[src/rtl/bist_tpg_ctrl.sv]
// bist_tpg_ctrl
//   BIST pattern generator and controller placed in front of a 3-bit
//   NOR-based MISR. It runs a 3-bit maximal-length LFSR into the CUT and
//   routes the CUT response onto the MISR e inputs. The MISR has no reset,
//   so the controller holds e=111 outside RUN, which parks the MISR at 000.
//   After N_PATTERNS patterns it compares the MISR signature against
//   GOLDEN_SIG and reports done/pass.
//
// Ports
//   CLK       in   1  clock, rising edge
//   RST_N     in   1  asynchronous active-low reset
//   start     in   1  run request, honoured in IDLE or DONE only
//   tpg_pat   out  3  registered LFSR pattern to the CUT
//   cut_resp  in   3  CUT response (combinational from tpg_pat)
//   misr_e    out  3  {e2,e1,e0} to the MISR
//   misr_h    in   3  {h2,h1,h0} from the MISR
//   busy      out  1  high in INIT, RUN, CHECK
//   done      out  1  registered, high in DONE
//   pass      out  1  registered compare result, valid while done=1
module bist_tpg_ctrl #(
    parameter int unsigned N_PATTERNS = 7,
    parameter logic [2:0]  LFSR_SEED  = 3'b001,
    parameter logic [2:0]  GOLDEN_SIG = 3'b110
) (
    input  logic       CLK,
    input  logic       RST_N,
    input  logic       start,
    output logic [2:0] tpg_pat,
    input  logic [2:0] cut_resp,
    output logic [2:0] misr_e,
    input  logic [2:0] misr_h,
    output logic       busy,
    output logic       done,
    output logic       pass
);

    typedef enum logic [2:0] {
        S_IDLE  = 3'd0,
        S_INIT  = 3'd1,
        S_RUN   = 3'd2,
        S_CHECK = 3'd3,
        S_DONE  = 3'd4
    } state_t;

    localparam logic [7:0] LP_LAST = 8'(N_PATTERNS - 1);

    state_t     r_state;
    state_t     w_state_nxt;
    logic [2:0] r_lfsr;
    logic [7:0] r_cnt;
    logic       r_done;
    logic       r_pass;

    logic       w_load_seed;
    logic       w_advance;
    logic       w_clr_cnt;
    logic       w_capture;
    logic       w_clr_result;

    // State register
    always_ff @(posedge CLK or negedge RST_N) begin
        if (!RST_N) begin
            r_state <= S_IDLE;
        end else begin
            r_state <= w_state_nxt;
        end
    end

    // Next state, datapath controls and MISR input mux
    always_comb begin
        w_state_nxt  = r_state;
        w_load_seed  = 1'b0;
        w_advance    = 1'b0;
        w_clr_cnt    = 1'b0;
        w_capture    = 1'b0;
        w_clr_result = 1'b0;
        misr_e       = 3'b111;
        busy         = 1'b0;

        unique case (r_state)
            S_IDLE: begin
                if (start) begin
                    w_state_nxt = S_INIT;
                    w_load_seed = 1'b1;
                end
            end
            S_INIT: begin
                busy        = 1'b1;
                w_clr_cnt   = 1'b1;
                w_state_nxt = S_RUN;
            end
            S_RUN: begin
                busy      = 1'b1;
                misr_e    = cut_resp;
                w_advance = 1'b1;
                if (r_cnt == LP_LAST) begin
                    w_state_nxt = S_CHECK;
                end
            end
            S_CHECK: begin
                // The MISR clears on the same edge; misr_h still shows the
                // final signature before that edge.
                busy        = 1'b1;
                w_capture   = 1'b1;
                w_state_nxt = S_DONE;
            end
            S_DONE: begin
                if (start) begin
                    w_state_nxt  = S_INIT;
                    w_load_seed  = 1'b1;
                    w_clr_result = 1'b1;
                end
            end
            default: begin
                w_state_nxt = S_IDLE;
            end
        endcase
    end

    // LFSR, pattern counter and result flags
    always_ff @(posedge CLK or negedge RST_N) begin
        if (!RST_N) begin
            r_lfsr <= LFSR_SEED;
            r_cnt  <= '0;
            r_done <= 1'b0;
            r_pass <= 1'b0;
        end else begin
            if (w_load_seed) begin
                r_lfsr <= LFSR_SEED;
            end else if (w_advance) begin
                r_lfsr <= {r_lfsr[1:0], r_lfsr[2] ^ r_lfsr[1]};
            end

            if (w_clr_cnt) begin
                r_cnt <= '0;
            end else if (w_advance) begin
                r_cnt <= r_cnt + 8'd1;
            end

            if (w_capture) begin
                r_done <= 1'b1;
                r_pass <= (misr_h == GOLDEN_SIG);
            end else if (w_clr_result) begin
                r_done <= 1'b0;
                r_pass <= 1'b0;
            end
        end
    end

    assign tpg_pat = r_lfsr;
    assign done    = r_done;
    assign pass    = r_pass;

endmodule

[config.mk]
export PLATFORM = sky130hd
export DESIGN_NAME = bist_tpg_ctrl
export DESIGN_NICKNAME = d
export VERILOG_FILES = /design/src/rtl/bist_tpg_ctrl.sv
export SDC_FILE = /design/constraint.sdc
export NUM_CORES = 1
export LEC_CHECK = 0
export ABC_AREA = 1
export BUFFER_PORTS_ARGS = -buffer_cell sky130_fd_sc_hd__buf_2
export CAP_MARGIN = 10
export CORE_MARGIN = 2
export CORE_UTILIZATION = 42
export DETAILED_ROUTE_END_ITERATION = 8
export GPL_TIMING_DRIVEN = 0
export PLACE_DENSITY_LB_ADDON = 0.08
export REMOVE_ABC_BUFFERS = 1
export SLEW_MARGIN = 20
export SYNTH_ARGS = -nofsm -noshare
export SYNTH_HDL_FRONTEND = slang
export SYNTH_SLANG_ARGS = --single-unit
[constraint.sdc]
create_clock -name CLK -period 2.9 [get_ports CLK]
set_clock_uncertainty 0.2 [all_clocks]
set_input_delay 0.58 -clock CLK [delete_from_list [all_inputs] [get_ports CLK]]
set_output_delay 0.58 -clock CLK [all_outputs]
set_load 0.01 [all_outputs]
=== Word level (Yosys, flattened, before mapping) ===
Index checks and enable logic that the tools add are counted.

* Add/subtract/negate cells: 1
* Equality and inequality tests: 8
* Multiplexer cells: 18
* Bitwise logic cells: 1
* Reductions and logical operators: 7

{| class="wikitable"
|+ Operators with widths
! operator !! number
|-
| two-way mux 8 bit || 2
|-
| two-way mux 3 bit || 5
|-
| case mux 3 bit (4 select lines) || 1
|-
| two-way mux 1 bit || 10
|-
| adder 8 x 1 -> 8 bit, second input constant || 1
|-
| == test 8 x 3 -> 1 bit, second input constant || 1
|-
| == test 3 x 2 -> 1 bit, second input constant || 2
|-
| == test 3 bit, second input constant || 2
|-
| nonzero test 2 bit || 3
|-
| == test 3 x 1 -> 1 bit, second input constant || 1
|-
| zero test 3 bit || 1
|-
| OR reduction 3 bit || 1
|-
| != test 2 x 1 -> 1 bit, second input constant || 1
|-
| != test 2 bit, second input constant || 1
|-
| AND reduction 2 bit || 1
|-
| OR reduction 2 bit || 1
|-
| bitwise XOR 1 bit || 1
|}

* Flip-flop bits (word level): 16
* Input bits: 9
* Output and inout port bits: 9
* Logic and storage cells: 40

=== Depth between registers and ports, before layout ===
* Depth after elaboration: 4
* Gate-level depth with buffers: 7
* Gate-level depth less buffers: 7

=== Worst setup path before layout ===
Ideal clock, no wire load.

* Kind: reg2out
* Start: register r_state[0]
* End: output port misr_e[0]
* Data arrival time: 1.017 ns
* Data required time: 2.120 ns
* Slack: 1.103 ns
* Stages on the path, launching flop included: 5
* Cell sequence: dfrtp_1 -> inv_1 -> nand3_2 -> buf_6 -> or2_2

* Cells in the longest elaborated chain, start to end: 2

{| class="wikitable"
|+ RTL lines
! element !! RTL line !! text
|-
| start: declaration || 47 || <nowiki>state_t r_state;</nowiki>
|-
| start signal: assignment || 65 || <nowiki>r_state <= w_state_nxt;</nowiki>
|-
| == test 3 x 2 -> 1 bit || 80 || <nowiki>unique case (r_state)</nowiki>
|-
| two-way mux 3 bit || 80 ||
|-
| end: declaration || 30 || <nowiki>output logic [2:0] misr_e,</nowiki>
|}

No other way between the ends.

=== Worst setup path after layout ===
* Start: register r_state[2]
* End: output port misr_e[1]

The elaborated chain is that of the path after synthesis.

==> impl_metrics.py <==
metrics = {
    "run_status": {
        "outcome": "finished clean",
    },
    "timing": {
        "finalWorstPathRequiredPeriod_ns": 2.29,
        "hold_viol_final": 0,
        "finalMaxSlewViolations": 0,
        "fmax_mhz": 437,
        "rsz0062_at_grt": "no",
        "setup_viol": 0,
        "whs_ns": 0.278,
        "setup_slack_ns": 0.612,
        "worstMarginPinSlew_ns": 0.364,
        "slew_headroom_pct": 75.7,
        "fin_crit_sh_pct": 78.9,
        "setup-tns-final_ns": 0,
    },
    "power": {
        "power.internal_uw": 476,
        "swShare_pct": 42.7,
        "max-vdd-ir-drop_uv": 499,
        "p_leak_uw": 0.000502,
        "power.density_nw_per_um2": 849,
        "power_uw": 829,
        "pwr-share-clk_pct": 15.2,
        "p_sw_uw": 354,
        "pwr-share-comb_pct": 40.6,
        "power.share.sequential_pct": 44.2,
    },
    "finish": {
        "drive_gt1_share_pct": 21.3,
        "multi_input_area_um2": 368,
        "diodes": 0,
        "seq_area_um2": 402,
        "final_common_cell": "nand2_1",
        "fin_nets": 139,
        "fill_cells": 200,
        "final_cell_mix": "26 x nand2_1, 17 x buf_2, 15 x nor2_1, 15 x dfrtp_1, 13 x inv_1",
        "syn2layout_area_growth_pct": 17.3,
    },
    "placed_design": {
        "place_ws_ns": 0.920,
        "dp_hpwl_um": 1200,
        "io_buffers": 17,
        "gp_congestion": 0.789,
    },
    "floorplan": {
        "core-area_um2": 1920,
        "num_rows": 16,
        "ioPinCount": 18,
        "die_w_um": 48.5,
        "die_h_um": 48.5,
        "start_util_pct": 43.4,
        "die_area_um2": 2360,
    },
    "grt": {
        "track_usage_pct": 14.7,
        "grt_start_max_net_pins": 17,
        "grt_pass1_vias": 630,
        "grt_pass1_wl_um": 2720,
        "grt.overflow.total": 0,
        "antenna_found_initial": 0,
    },
    "setup_path": {
        "crit_path_start_kind": "flip-flop",
        "endpoint_kind": "primary output",
        "worstPathMaxFanout": 13,
        "required_ns": 2.12,
        "crit_arrival_ns": 1.51,
        "path_class": "reg2out",
    },
    "routing": {
        "viasPerCell": 4.60,
        "postRouteAntennaNets": 0,
        "vias": 708,
        "detail_route.first_pass.iterations": 4,
        "routed_wirelength_um": 1570,
        "drt_iter0_markers": 21,
        "drc": 0,
        "wl_per_cell_um": 10.2,
    },
    "synthesis": {
        "synth_mux_area_share_pct": 0,
        "netlist_area_um2": 833,
        "synth_top_area_cell": "dfrtp_1",
        "ys_warn_count": 0,
        "postSynthCellCount": 106,
        "synth_compound_area_share_pct": 4.20,
        "synth-adder-area-share_pct": 3.00,
        "synth_top_family_by_area": "simple AND/OR/NAND/NOR gates",
        "synth_xor_area_share_pct": 2.10,
        "yosysTopAreaCellShare_pct": 45.0,
        "ys_seq_area_share_pct": 48.2,
        "ys_types": 21,
        "ys_ff_latch": 16,
        "synth-simple-area-share_pct": 34.8,
        "synthTopCellsByArea": "dfrtp_1 45%, nand2_1 12%, nor2_1 6.8%",
        "synth_area_per_cell_um2": 7.86,
    },
    "clock_network": {
        "clockBufferDepth": 2,
        "cts-root-buf": "clkbuf_4",
        "numCtsBuffers": 3,
        "clkTransAtPathRegs_ns": 0.09,
        "insertion_delay_ns": 0.29,
        "cts.sinks": 16,
        "h-tree-depth": 1,
        "post_cts_buffers": 0,
        "cts_tree": "done",
        "postCtsResizedCells": 0,
    },
    "flow_run": {
        "cap_violations": 0,
    },
    "worst_hold_path": {
        "hold_class": "reg2reg",
    },
}
[synthesized netlist by cell type]
cell type and count:
nand2_1 26, or2_2 3, inv_1 13, nor3_2 1, inv_2 1, dfstp_2 1
nand3b_1 1, nor2_1 15, xnor2_1 1, nand4_1 2, nor3_1 3, ha_1 2
buf_6 1, nand3_1 11, a21oi_1 1, xor2_1 1, dfrtp_1 15, nor3b_1 1
o21ai_1 1, o21ai_0 5, nand3_2 1
[worst max-delay path, stage by stage, from the launching register on]
cell and delay [ns]:
dfrtp_1 0.45, inv_1 0.11, nand3_2 0.20, or2_2 0.34, buf_2 0.14
[metrics by stage]
stage,utilization (%),instance area (µm²),std cells
after floorplan,-,822,105
after global placement,49.0,941,149
after detailed placement,49.0,941,149
after CTS,50.8,977,154
after global routing,50.8,977,154
final,50.8,977,154
[state kept, by name, indices dropped and copies added, names as in the netlist]
signal	count
done	1
pass	1
r_cnt	8
r_state	3
tpg_pat	3
[what timing repair did]
action,4_1_cts,5_1_grt
setup endpoints to repair,0,0
endpoints found under the hold margin,15,0
hold buffers,1,0
[final timing paths]
check | startpoint | endpoint | slack (ns) | cells after the start
max | r_state[2] | misr_e[1] | 0.61 | 4
min | done | done | 0.28 | 2
max reg2reg | r_state[2] | r_cnt[6] | 1.38 | 7
min reg2reg | done | done | 0.28 | 2
max in group asynchronous | RST_N | tpg_pat[0] | 1.65 | 2
min in group asynchronous | RST_N | r_cnt[4] | 0.52 | 2
[cells by family after synthesis]
logic type / count (synthesis)
compound gates: 7
simple gates: 64
fa+ha+maj: 2
flops: 16
buf+inv: 15
xor+xnor: 2
[power by group through the flow]
stage	Sequential, µW	Clock (µW)	Combinational [µW]
global route	381	141	386
floorplan	373	0	221
CTS	367	133	342
global placement	368	0	337
finish	367	126	336
detailed placement	372	0	340
[area by class of cell]
class                           count  share of cell area (%)
Clock buffer                        4                    2.69
Tap cell                           27                    3.46
Sequential cell                    16                    41.1
Timing Repair Buffer               18                    9.73
Inverter                           14                    5.38
Multi-Input combinational cell     75                    37.6
[layer usage]
metal	global-route usage, %	vias up	share of wire [%]
met5	0	-	0
met4	5.71	0	0
met3	2.78	0	3.4
met2	21.8	11	45
met1	21.2	318	52
li1	-	379	-
Power figures use the tool's default switching activity.
